--- config.mk ---
export PLATFORM = sky130hd
export DESIGN_NAME = dpram_arbiter
export DESIGN_NICKNAME = d
export VERILOG_FILES = /design/src/rtl/dpram_arbiter.sv
export SDC_FILE = /design/constraint.sdc
export NUM_CORES = 1
export LEC_CHECK = 0
export ABC_AREA = 1
export CORE_ASPECT_RATIO = 1.5
export CORE_MARGIN = 2
export CORE_UTILIZATION = 30
export CTS_CLUSTER_DIAMETER = 120
export DETAILED_ROUTE_END_ITERATION = 12
export PLACE_DENSITY = 0.55
export SLEW_MARGIN = 20
export SYNTH_ARGS = -nofsm -noshare
export SYNTH_HDL_FRONTEND = slang
export SYNTH_SLANG_ARGS = --single-unit
--- constraint.sdc ---
create_clock -name clk -period 3.3 [get_ports clk]
set_input_delay 0.66 -clock clk [delete_from_list [all_inputs] [get_ports clk]]
set_output_delay 0.66 -clock clk [all_outputs]
set_load 0.1 [all_outputs]
--- src/rtl/dpram_arbiter.sv ---
// Round-robin arbiter granting up to two requesters per cycle onto the A/B ports of a registered dual-port RAM.
// Read data returns 2 cycles after gnt; requesters hold req until gnt, and an address hazard on port B defers that request.
module dpram_arbiter #(
  parameter int DATA_WIDTH = 8,
  parameter int ADDR_WIDTH = 6,
  parameter int NUM_REQ    = 4
) (
  input  logic                             clk,
  input  logic                             rst,
  input  logic [NUM_REQ-1:0]               req,
  input  logic [NUM_REQ-1:0]               we,
  input  logic [NUM_REQ*ADDR_WIDTH-1:0]    addr,
  input  logic [NUM_REQ*DATA_WIDTH-1:0]    wdata,
  output logic [NUM_REQ-1:0]               gnt,
  output logic [NUM_REQ-1:0]               rvalid,
  output logic [NUM_REQ*DATA_WIDTH-1:0]    rdata,
  output logic [ADDR_WIDTH-1:0]            ram_addr_a,
  output logic [ADDR_WIDTH-1:0]            ram_addr_b,
  output logic [DATA_WIDTH-1:0]            ram_data_a,
  output logic [DATA_WIDTH-1:0]            ram_data_b,
  output logic                             ram_we_a,
  output logic                             ram_we_b,
  input  logic [DATA_WIDTH-1:0]            ram_out_a,
  input  logic [DATA_WIDTH-1:0]            ram_out_b,
  output logic [15:0]                      conflict_cnt
);
  localparam int IDW = $clog2(NUM_REQ);
  typedef logic [IDW-1:0] id_t;
  typedef struct packed {
    logic vld;
    logic rd;
    id_t  id;
  } tag_t;

  function automatic id_t wrap_inc(input id_t base, input int k);
    int s;
    s = int'(base) + k;
    if (s >= NUM_REQ) s = s - NUM_REQ;
    return id_t'(s);
  endfunction

  id_t                          rr_q, rr_d;
  logic [ADDR_WIDTH-1:0]        ram_addr_a_q, ram_addr_a_d, ram_addr_b_q, ram_addr_b_d;
  logic [DATA_WIDTH-1:0]        ram_data_a_q, ram_data_a_d, ram_data_b_q, ram_data_b_d;
  logic                         ram_we_a_q, ram_we_a_d, ram_we_b_q, ram_we_b_d;
  tag_t                         tag_a_q, tag_a_d, tag_b_q, tag_b_d;
  logic [NUM_REQ-1:0]           rvalid_q, rvalid_d, rsel_q, rsel_d;
  logic [NUM_REQ*DATA_WIDTH-1:0] rdata_q, rdata_d, rdata_mux;
  logic [15:0]                  conflict_cnt_q, conflict_cnt_d;

  id_t                   cur, a_idx, b_idx;
  logic                  a_found, b_found, hazard, b_gnt;
  logic [ADDR_WIDTH-1:0] a_addr, b_addr;
  logic [NUM_REQ-1:0]    gnt_raw;

  // Rotating search from rr: first pending request takes port A, the next one port B.
  always_comb begin
    a_found = 1'b0;
    b_found = 1'b0;
    a_idx   = '0;
    b_idx   = '0;
    cur     = '0;
    for (int k = 0; k < NUM_REQ; k++) begin
      cur = wrap_inc(rr_q, k);
      if (req[cur]) begin
        if (!a_found) begin
          a_found = 1'b1;
          a_idx   = cur;
        end else if (!b_found) begin
          b_found = 1'b1;
          b_idx   = cur;
        end
      end
    end
    a_addr  = addr[int'(a_idx)*ADDR_WIDTH +: ADDR_WIDTH];
    b_addr  = addr[int'(b_idx)*ADDR_WIDTH +: ADDR_WIDTH];
    // Same-address pair involving a write would race inside the RAM, so B waits.
    hazard  = a_found && b_found && (a_addr == b_addr) && (we[a_idx] || we[b_idx]);
    b_gnt   = b_found && !hazard;
    gnt_raw = '0;
    if (a_found) gnt_raw[a_idx] = 1'b1;
    if (b_gnt)   gnt_raw[b_idx] = 1'b1;
  end

  assign gnt = rst ? '0 : gnt_raw;

  always_comb begin
    rr_d = rr_q;
    if (a_found) rr_d = wrap_inc(b_gnt ? b_idx : a_idx, 1);

    ram_addr_a_d = ram_addr_a_q;
    ram_data_a_d = ram_data_a_q;
    ram_we_a_d   = 1'b0;
    tag_a_d      = '0;
    if (a_found) begin
      ram_addr_a_d = a_addr;
      ram_data_a_d = wdata[int'(a_idx)*DATA_WIDTH +: DATA_WIDTH];
      ram_we_a_d   = we[a_idx];
      tag_a_d.vld  = 1'b1;
      tag_a_d.rd   = !we[a_idx];
      tag_a_d.id   = a_idx;
    end

    ram_addr_b_d = ram_addr_b_q;
    ram_data_b_d = ram_data_b_q;
    ram_we_b_d   = 1'b0;
    tag_b_d      = '0;
    if (b_gnt) begin
      ram_addr_b_d = b_addr;
      ram_data_b_d = wdata[int'(b_idx)*DATA_WIDTH +: DATA_WIDTH];
      ram_we_b_d   = we[b_idx];
      tag_b_d.vld  = 1'b1;
      tag_b_d.rd   = !we[b_idx];
      tag_b_d.id   = b_idx;
    end

    // Second tag stage: which requester gets a read return, and from which port.
    rvalid_d = '0;
    rsel_d   = '0;
    if (tag_a_q.vld && tag_a_q.rd) rvalid_d[tag_a_q.id] = 1'b1;
    if (tag_b_q.vld && tag_b_q.rd) begin
      rvalid_d[tag_b_q.id] = 1'b1;
      rsel_d[tag_b_q.id]   = 1'b1;
    end

    for (int i = 0; i < NUM_REQ; i++) begin
      rdata_mux[i*DATA_WIDTH +: DATA_WIDTH] = rvalid_q[i] ? (rsel_q[i] ? ram_out_b : ram_out_a)
                                                          : rdata_q[i*DATA_WIDTH +: DATA_WIDTH];
    end
    rdata_d = rdata_mux;

    conflict_cnt_d = conflict_cnt_q;
    if (hazard && conflict_cnt_q != 16'hFFFF) conflict_cnt_d = conflict_cnt_q + 16'd1;
  end

  always_ff @(posedge clk or posedge rst) begin
    if (rst) begin
      rr_q           <= '0;
      ram_addr_a_q   <= '0;
      ram_addr_b_q   <= '0;
      ram_data_a_q   <= '0;
      ram_data_b_q   <= '0;
      ram_we_a_q     <= 1'b0;
      ram_we_b_q     <= 1'b0;
      tag_a_q        <= '0;
      tag_b_q        <= '0;
      rvalid_q       <= '0;
      rsel_q         <= '0;
      rdata_q        <= '0;
      conflict_cnt_q <= '0;
    end else begin
      rr_q           <= rr_d;
      ram_addr_a_q   <= ram_addr_a_d;
      ram_addr_b_q   <= ram_addr_b_d;
      ram_data_a_q   <= ram_data_a_d;
      ram_data_b_q   <= ram_data_b_d;
      ram_we_a_q     <= ram_we_a_d;
      ram_we_b_q     <= ram_we_b_d;
      tag_a_q        <= tag_a_d;
      tag_b_q        <= tag_b_d;
      rvalid_q       <= rvalid_d;
      rsel_q         <= rsel_d;
      rdata_q        <= rdata_d;
      conflict_cnt_q <= conflict_cnt_d;
    end
  end

  assign ram_addr_a   = ram_addr_a_q;
  assign ram_addr_b   = ram_addr_b_q;
  assign ram_data_a   = ram_data_a_q;
  assign ram_data_b   = ram_data_b_q;
  assign ram_we_a     = ram_we_a_q;
  assign ram_we_b     = ram_we_b_q;
  assign rvalid       = rvalid_q;
  assign rdata        = rdata_mux;
  assign conflict_cnt = conflict_cnt_q;

endmodule

==> key figures <==
Clocking
  – Hold_buf cts: 0
  – Clock Root Buffer: clkbuf_16
  – Worst-Skew Late Latency: 0.34 ns
  – Number of buffers created by CTS: 9
  – Clock sink total: 96
  – CTS tree: done
  – Htree depth: 3
  – Longest Clk Path Bufs: 2
  – Worst-path clk slew: 0.06 ns

Worst setup path
  – Worst EP arrival: 3.51 ns
  – CP required: 2.64 ns
  – Startpoint types: flip-flop
  – Worst setup EP type: primary output
  – CP Class: reg -> out
  – CP max FO: 5

Floorplan
  – Row count: 63
  – Area of the die: 21,120 µm²
  – Die width: 119.3 µm
  – Area of the core: 19,710 µm²
  – IO Count: 168
  – Die Ht: 177.0 µm
  – Initial Util: 30.37%

Job
  – Max-cap violations: 0

Hold path
  – Worst min-delay path class: reg -> reg

Routing
  – Iteration-0 DRC Markers: 353
  – Routed Antenna Nets: 0
  – Wire per inst: 15.55 µm
  – Routed wire length: 21.38 mm
  – DR pass1 iterations: 5
  – Vias per cell: 4.760
  – Drc violations: 0
  – Via Count: 6,545

Timing
  – Setup Total Neg Slack: -6.491 ns
  – Final hold vios: 0
  – Setup WS post-layout: -0.8721 ns
  – Minimum clock period: 4.172 ns
  – Layout Skew: 0.005377 ns
  – Endpoints failing setup: 34
  – RSZ-0062 raised after global routing: yes
  – Max_slew headroom: 59.45%
  – Worst hold slack: 0.4830 ns
  – Pins Over Slew Limit: 0
  – Worst-margin pin slew: 0.6083 ns
  – Fin crit share: 126.4%
  – Maximum clock frequency: 239.7 MHz

Global routing
  – GRT Util Overall: 20.50%
  – Final global-route overflow total: 0
  – Largest net degree at the start of global routing: 51
  – Global-route wire length before repair: 34.13 mm
  – Vias in the first global route: 6,615
  – Antenna violations before repair: 0

Placement
  – Cells after DPL: 1,324
  – I/O Buffers: 167
  – Post-DP HPWL: 16.02 mm
  – GPL Wtd Cong: 0.8712

Synthesis
  – Mapped Area: 5984 µm²
  – Distinct cells, synth: 38
  – Syn nets: 934
  – Sequential element share of the synthesized area: 40.14%
  – Synth Area in Adders: 0.6272%
  – Yosys reg bits: 96
  – Post-synthesis simple-gate area fraction: 34.96%
  – Cells after Synth: 849
  – Number of synthesized flops with an enable pin: 0
  – Mux cell area share after synthesis: 0%
  – XOR/XNOR share of the synthesized area: 2.195%
  – Largest family of logic cells by synthesized area: simple AND/OR/NAND/NOR gates
  – Synth Warn #: 0
  – FFs w/ async S/R, synth: 100.0%
  – Main synth FF type: dfrtp_1
  – Synth Area in Compound Gates: 12.98%
  – Syn_area_per_cell: 7.049 µm²

Status
  – Failing checks: negative setup slack
  – Status: finished with violations

Finish
  – Non-filler instance count after layout: 1,375
  – Fill cell count: 1,913
  – Ant diodes: 0
  – Area grow syn2layout: 65.63%
  – Nets: 1,196
  – FF+latch area: 2404 µm²
  – Layout cells sized above 1: 32.29%
  – Multi-input gate area: 3560 µm²
-- what timing repair did --
| item | 4_1_cts | 5_1_grt |
|---|---|---|
| setup endpoints to repair | 40 | 42 |
| gates resized for setup | 35 | 58 |
| pin swaps | 30 | 32 |
| setup buffers | 37 | 6 |
| cloned | 1 | 1 |
-- critical path: stages (launching register included) --
cell and delay [ns]:
dfrtp_2 0.48, buf_12 0.17, nand2_8 0.06, nand2_4 0.06, nand2_4 0.09, nand2_8 0.08
buf_4 0.15, buf_4 0.13, a21oi_2 0.15, nand2_1 0.07, nand2_1 0.07, nand2_2 0.08
nand2_4 0.09, buf_6 0.13, nor2_1 0.05, buf_4 0.14, nand2_1 0.07, nand2_1 0.05
nor2_1 0.14, nand2_1 0.11, nand2_2 0.10, nand3_4 0.08, o21bai_4 0.16, inv_4 0.07
a21oi_4 0.14, nor2_4 0.06, buf_12 0.18
-- stage by stage --
step           instance area, µm²  util (%)  setup WS [ns]
2_1_floorplan                6260         -        -0.4923
3_3_place_gp                 9027     45.81         -1.046
3_5_place_dp                 9027     45.81         -1.104
4_1_cts                      9734     49.40        -0.7800
5_1_grt                      9912     50.30         -1.037
6_report                     9912     50.30        -0.8721
-- kinds of logic (layout without fill, tap and decap cells) --
kind of cell / Yosys count / after routing
flops: 96 / 96
compound gates: 124 / 124
simple gates: 481 / 481
fa+ha+maj: 3 / 3
xor+xnor: 15 / 15
buf+inv: 130 / 396
-- registers in the layout, indices dropped and copies added, names as in the netlist --
| register | flops |
|---|---|
| tag_b_q | 4 |
| conflict_cnt | 16 |
| ram_we_b | 1 |
| ram_addr_b | 6 |
| rdata_q | 32 |
| ram_we_a | 1 |
| ram_data_b | 8 |
| ram_addr_a | 6 |
| ram_data_a | 8 |
| rvalid | 4 |
| tag_a_q | 4 |
| rsel_q | 4 |
| rr_q | 2 |
-- synthesized netlist by cell type (4+ instances only) --
| master | count | area [µm²] |
|---|---|---|
| nand2_1 | 296 | 1111 |
| dfrtp_1 | 96 | 2402 |
| inv_1 | 85 | 319.1 |
| nor2_1 | 67 | 251.5 |
| nand3_1 | 65 | 325.3 |
| a21oi_1 | 42 | 210.2 |
| o21a_1 | 32 | 240.2 |
| clkbuf_1 | 20 | 75.07 |
| o21ai_0 | 18 | 90.09 |
| nand4_1 | 13 | 81.33 |
| nand2_2 | 11 | 68.82 |
| buf_2 | 10 | 50.05 |
| a221oi_1 | 9 | 78.83 |
| nor3_1 | 9 | 45.04 |
| xor2_1 | 9 | 78.83 |
| o21ai_1 | 8 | 40.04 |
| inv_2 | 6 | 22.52 |
| xnor2_1 | 6 | 52.55 |
| a31oi_1 | 5 | 31.28 |
| nor2_2 | 5 | 31.28 |
| a31o_2 | 4 | 35.03 |
| buf_6 | 4 | 45.04 |
| nand2_4 | 4 | 45.04 |
| o22ai_1 | 4 | 25.02 |
-- layer usage --
layer	up-vias	GRT usage [%]	share of wire, %
li1	3245	-	-
met1	3089	22.46	38
met2	164	38.82	55
met3	47	3.544	4.1
met4	0	8.186	2.9
met5	-	0	0
-- final cells by class --
class	instances	area share [%]
clock buffer	14	2.461
clock inverter	1	0.05049
inverter	94	3.787
multi-input combinational	623	35.91
sequential	96	24.25
tap	260	3.282
timing repair buffer	287	30.26
-- placed cells by master (no fill, tap or decap), types with 2 or more instances in the layout --
master,instances
a31oi_1,5
nand3_1,55
dfrtp_1,95
a31o_2,4
o21ai_2,3
o21ai_0,14
o21a_1,32
inv_1,80
xor2_1,9
a21oi_2,34
dlygate4sd2_1,3
ha_4,2
clkdlybuf4s50_1,77
buf_12,47
nand3_4,4
nand2_8,4
buf_4,147
nand4_1,13
nand2_4,12
nand2_2,36
nand2_1,259
nand3_2,10
nor2_2,4
clkbuf_1,5
a221oi_1,9
nor2_1,62
xnor2_1,6
o21ai_1,8
inv_2,6
nor3_1,9
a21oi_1,4
clkbuf_16,9
nor2_4,9
o22ai_1,4
buf_6,10
inv_6,2
inv_4,5
a21oi_4,4
-- path summary, 6_finish.rpt --
| check | cells past startpoint | start | slack (ns) | endpoint |
|---|---|---|---|---|
| worst min-delay path | 2 | ram_addr_b[1] | 0.48 | ram_addr_b[1] |
| min in group asynchronous | 2 | rst | 0.94 | ram_data_a[0] |
| worst max register to register | 34 | rr_q[0] | -0.75 | ram_addr_a[5] |
| max in group asynchronous | 3 | rst | 1.72 | conflict_cnt[4] |
| worst min register to register | 2 | ram_addr_b[1] | 0.48 | ram_addr_b[1] |
| worst max-delay path | 26 | rr_q[0] | -0.87 | gnt[3] |
Power is not shown: default switching activity piles up to over one toggle a cycle in this logic, so the estimate is an artifact.
